File: config.mk
export PLATFORM = sky130hd
export DESIGN_NAME = display_cfg_tx
export DESIGN_NICKNAME = d
export VERILOG_FILES = /design/src/rtl/display_cfg_pkg.sv /design/src/rtl/display_cfg_tx.sv
export SDC_FILE = /design/constraint.sdc
export NUM_CORES = 1
export LEC_CHECK = 0
export CAP_MARGIN = 25
export CORE_MARGIN = 1
export CORE_UTILIZATION = 43
export CTS_BUF_LIST = sky130_fd_sc_hd__clkbuf_4 sky130_fd_sc_hd__clkbuf_8 sky130_fd_sc_hd__clkbuf_16
export DETAILED_ROUTE_END_ITERATION = 10
export GPL_TIMING_DRIVEN = 0
export HOLD_SLACK_MARGIN = 0.05
export PLACE_DENSITY = 0.78
export SYNTH_ARGS = -nofsm -noshare
export SYNTH_HDL_FRONTEND = slang
export SYNTH_SLANG_ARGS = --single-unit
File: constraint.sdc
create_clock -name clk -period 4 [get_ports clk]
set_clock_uncertainty 0.1 [all_clocks]
set_input_delay 0.8 -clock clk [delete_from_list [all_inputs] [get_ports clk]]
set_output_delay 0.8 -clock clk [all_outputs]
set_load 0.01 [all_outputs]
File: src/rtl/display_cfg_pkg.sv
// display_cfg_pkg: shared config-word layout and FSM encoding for the display config serialiser
package display_cfg_pkg;
  localparam int CONFIG_LEN = 75;
  localparam int PULSE_COUNT_MSB = 74, PULSE_COUNT_LSB = 69;
  localparam int H_POL = 68;
  localparam int V_POL = 67;
  localparam int H_DISPLAY_MSB = 66, H_DISPLAY_LSB = 56;
  localparam int H_FRONT_MSB = 55, H_FRONT_LSB = 47;
  localparam int H_SYNC_MSB = 46, H_SYNC_LSB = 38;
  localparam int H_BACK_MSB = 37, H_BACK_LSB = 29;
  localparam int V_DISPLAY_MSB = 28, V_DISPLAY_LSB = 18;
  localparam int V_BOTTOM_MSB = 17, V_BOTTOM_LSB = 12;
  localparam int V_SYNC_MSB = 11, V_SYNC_LSB = 6;
  localparam int V_TOP_MSB = 5, V_TOP_LSB = 0;
  typedef enum logic [2:0] {IDLE, SHIFT_LO, SHIFT_HI, TAIL, SETTLE, RUN} state_t;
endpackage

File: src/rtl/display_cfg_tx.sv
// display_cfg_tx: shifts a timing word out on cfg_clk/cfg_data MSB first, then raises en
module display_cfg_tx
  import display_cfg_pkg::*;
#(
  parameter int CLK_DIV = 4,
  parameter int SETTLE_CYCLES = 4
) (
  input  logic                  clk,
  input  logic                  rst,
  input  logic [CONFIG_LEN-1:0] cfg_word,
  input  logic                  start,
  input  logic                  stop,
  output logic                  cfg_clk,
  output logic                  cfg_data,
  output logic                  en,
  output logic                  busy,
  output logic                  done
);
  localparam int DW = $clog2(CLK_DIV > SETTLE_CYCLES ? CLK_DIV : SETTLE_CYCLES);
  localparam int BW = $clog2(CONFIG_LEN);
  localparam logic [DW-1:0] DIV_LD = DW'(CLK_DIV - 1);
  localparam logic [DW-1:0] SET_LD = DW'(SETTLE_CYCLES - 1);
  localparam logic [BW-1:0] BIT_LD = BW'(CONFIG_LEN - 1);
  state_t state, state_n;
  logic [DW-1:0] div, div_n;
  logic [BW-1:0] bit_cnt, bit_n;
  logic [CONFIG_LEN-1:0] sr, sr_n;
  logic tick;
  always_comb begin
    tick = div == '0;
    state_n = state;
    div_n = tick ? '0 : div - 1'b1;
    bit_n = bit_cnt;
    sr_n = sr;
    if (start && (state == IDLE || state == RUN)) begin
      state_n = SHIFT_LO;
      div_n = DIV_LD;
      bit_n = BIT_LD;
      sr_n = cfg_word;
    end else if (stop && state != IDLE) begin
      state_n = IDLE;
      div_n = '0;
      bit_n = '0;
    end else if (tick) begin
      case (state)
        SHIFT_LO: begin
          state_n = SHIFT_HI;
          div_n = DIV_LD;
        end
        SHIFT_HI: begin
          div_n = DIV_LD;
          state_n = bit_cnt == '0 ? TAIL : SHIFT_LO;
          bit_n = bit_cnt == '0 ? bit_cnt : bit_cnt - 1'b1;
          sr_n = bit_cnt == '0 ? sr : sr << 1;
        end
        TAIL: begin
          state_n = SETTLE;
          div_n = SET_LD;
        end
        SETTLE: state_n = RUN;
        default: ;
      endcase
    end
  end
  // outputs are registered from the next state so none of them glitch
  always_ff @(posedge clk or posedge rst)
    if (rst) begin
      state <= IDLE;
      div <= '0;
      bit_cnt <= '0;
      sr <= '0;
      cfg_clk <= 1'b0;
      cfg_data <= 1'b0;
      en <= 1'b0;
      busy <= 1'b0;
      done <= 1'b0;
    end else begin
      state <= state_n;
      div <= div_n;
      bit_cnt <= bit_n;
      sr <= sr_n;
      cfg_clk <= state_n == SHIFT_HI;
      cfg_data <= (state_n == SHIFT_LO || state_n == SHIFT_HI) && sr_n[CONFIG_LEN-1];
      en <= state_n == RUN;
      busy <= state_n inside {SHIFT_LO, SHIFT_HI, TAIL, SETTLE};
      done <= state_n == RUN && state != RUN;
    end
endmodule

==> metrics.md <==
| Metric | Value |
|---|---|
| Outcome | finished, final reports clean |
| Relative slew slack | 0.626 |
| Die height | 104 um |
| Post-DP HPWL | 6690 um |
| Detailed Route Iter0 Violations | 88 |
| Via count | 3334 |
| Sum Neg Setup Slack | 0 ns |
| Design Area, Final | 5690 um^2 |
| Tmin final | 2.44 ns |
| Seq/Total Area, Yosys | 0.515 |
| Total leakage power | 2.38 nW |
| Avg Inst Size Synth | 10.4 um^2 |
| Syn Inst Count | 429 |
| Met1 Use GR | 0.231 |
| Largest net degree at the start of global routing | 52 |
| Clock tree buffer depth | 2 |
| Commonest non-fill, non-tap cells in the layout | 92 x dfrtp_1, 86 x nor2_1, 83 x clkdlybuf4s50_1, 80 x a21oi_1, 74 x mux2i_1 |
| Core ar. | 9910 um^2 |
| Share of layout cells above drive strength 1 | 0.125 |
| GPL Wtd Cong | 0.785 |
| Post_cts resized | 0 |
| GR Layer Usage met3 | 0.0382 |
| Gr busiest metal | met2 |
| Post-route DRC | 0 |
| I/O pin count | 84 |
| Starting density of the core | 0.451 |
| RSZ-0062 raised after global routing | no |
| Post-CTS setup buffers | 0 |
| Peak supply drop | 0.374 mV |
| Distinct cell type count after synthesis | 43 |
| Setup crit end kind | flop |
| ANT cells | 0 |
| First-pass GRT wire length | 15600 um |
| Clock Tree Root | clkbuf_8 |
| Crit Path Max Fanout | 10 |
| Die footprint | 10800 um^2 |
| Worst hold slack | 0.391 ns |
| Final Hold Vio Count | 0 |
| Seq cells post-synth | 92 |
| Worst setup path class | in2reg |
| Mapped Area | 4470 um^2 |
| Initial antenna violation count | 0 |
| Most common cell after layout, fill and taps aside | dfrtp_1 |
| Final number of setup-violating endpoints | 0 |
| # rows | 36 |
| Period utilization | 0.610 |
| Synth top area cells | dfrtp_1 51%, mux2i_1 17%, a21oi_1 9.0% |
| CTS hold repair buffers | 0 |
| Area Growth Syn to Fin | 27.4% |
| # nets final | 604 |
| Clk Latency, worst-skew pair | 0.34 ns |
| P per Cell Area | 670 nW/um^2 |
| Antenna Violating Nets Remaining | 0 |
| Total power | 0.00382 W |
| Total GRT Usage | 0.177 |
| Measured slew at the worst slew-check pin | 0.554 ns |
| Leading area contributor after synthesis | dfrtp_1 |
| Final Max Tran Viols | 0 |
| CTS H-tree depth | 3 |
| Routed wire per std cell | 13.7 um |
| CTS tree | done |
| DRT Wirelength | 9060 um |
| Worst-path clk slew | 0.09 ns |
| WP data required | 4.12 ns |
| Post-synth top area share | 0.515 |
| Die W | 104 um |
| Max Cap Viol | 0 |
| CP startpoint kind | input pin |
| Data arrival, critical path | 2.56 ns |
| Vias in the first global route | 3371 |
| Clk sinks | 92 |
| IO Port Bufs | 83 |
| Worst min path class | reg2reg |
| Total CTS buffers | 9 |
| Fmax | 410 MHz |
| Warnings from Yosys | 0 |
| DR pass1 iterations | 4 |
| Met2 Track Usage GR | 0.298 |
| DP Area | 5500 um^2 |
| Fin cells | 662 |
| Vias per cell | 5.04 |
| Gr ovfl total | 0 |
| Syn_nets | 509 |
| Cell count after placement | 646 |
## cell usage after synthesis, drive strengths merged
library cell / instances
o31ai: 3
o21bai: 1
nor3b: 1
buf: 28
nor2: 86
o211ai: 1
nand2: 5
or3b: 1
nor4b: 2
a21oi: 83
or2: 3
mux2i: 74
nor4: 2
a21o: 2
dfrtp: 92
xor2: 1
or3: 2
o22a: 2
o31a: 1
and3: 3
o21a: 2
inv: 12
ha: 1
clkbuf: 2
a311oi: 1
or4b: 1
xnor2: 5
o21ai: 6
nand2b: 1
nor3: 5
## worst max-delay path: stages
cell	delay (ns)
clkdlybuf4s50_1	0.55
nand2b_4	0.09
a21oi_2	0.36
buf_6	0.23
buf_4	0.23
mux2i_1	0.20
a21oi_1	0.08
## final timing paths
| check | start | endpoint | slack (ns) | depth (start not counted) |
|---|---|---|---|---|
| max | start | sr[60] | 1.56 | 7 |
| min | bit_cnt[6] | bit_cnt[6] | 0.39 | 1 |
| max reg2reg | bit_cnt[0] | sr[31] | 1.85 | 9 |
| min reg2reg | bit_cnt[6] | bit_cnt[6] | 0.39 | 1 |
| max in group asynchronous | rst | bit_cnt[0] | 2.41 | 3 |
| min in group asynchronous | rst | sr[10] | 0.76 | 2 |
## flip-flops by register name, summed over array words and instances, names as in the netlist
name	cells
en	1
done	1
bit_cnt	7
busy	1
cfg_data	1
state	3
div	2
sr	75
cfg_clk	1
## through the flow
step	util	worst slack, ns
2_1_floorplan	-	0.708
3_3_place_gp	0.552	-0.617
3_5_place_dp	0.555	1.19
4_1_cts	0.575	1.54
5_1_grt	0.575	1.47
6_report	0.575	1.56
## routing by layer
| metal | share of wire | vias up |
|---|---|---|
| met5 | 0 | - |
| met3 | 0.044 | 5 |
| met4 | 0.0070 | 0 |
| met1 | 0.46 | 1604 |
| met2 | 0.49 | 65 |
| li1 | - | 1660 |
## final cells by class
type / instances / area [um^2]
Fill cell: 871 / 4220
Sequential cell: 92 / 2300
Multi-Input combinational cell: 295 / 1930
Timing Repair Buffer: 84 / 858
Buffer: 30 / 191
Tap cell: 133 / 166
Clock buffer: 10 / 131
Clock inverter: 6 / 65.1
Inverter: 12 / 47.5
## report_power, final
| group | leakage [nW] | internal (W) | switching (W) |
|---|---|---|---|
| clock | 0.0996 | 0.000296 | 0.000317 |
| sequential | 1.01 | 0.00132 | 0.000210 |
| combinational | 1.27 | 0.000784 | 0.000885 |
| total | 2.38 | 0.00240 | 0.00141 |
## cells by family (layout without fill, tap and decap cells)
family,after synthesis,after routing,synth area share
mux,74,74,0.166
buf+inv,42,142,0.0529
compound gates,102,102,0.132
fa+ha+maj,1,1,0.00280
xor+xnor,6,6,0.0118
simple gates,112,112,0.120
flops,92,92,0.515
Note: power is estimated with default switching activity, not from simulation.
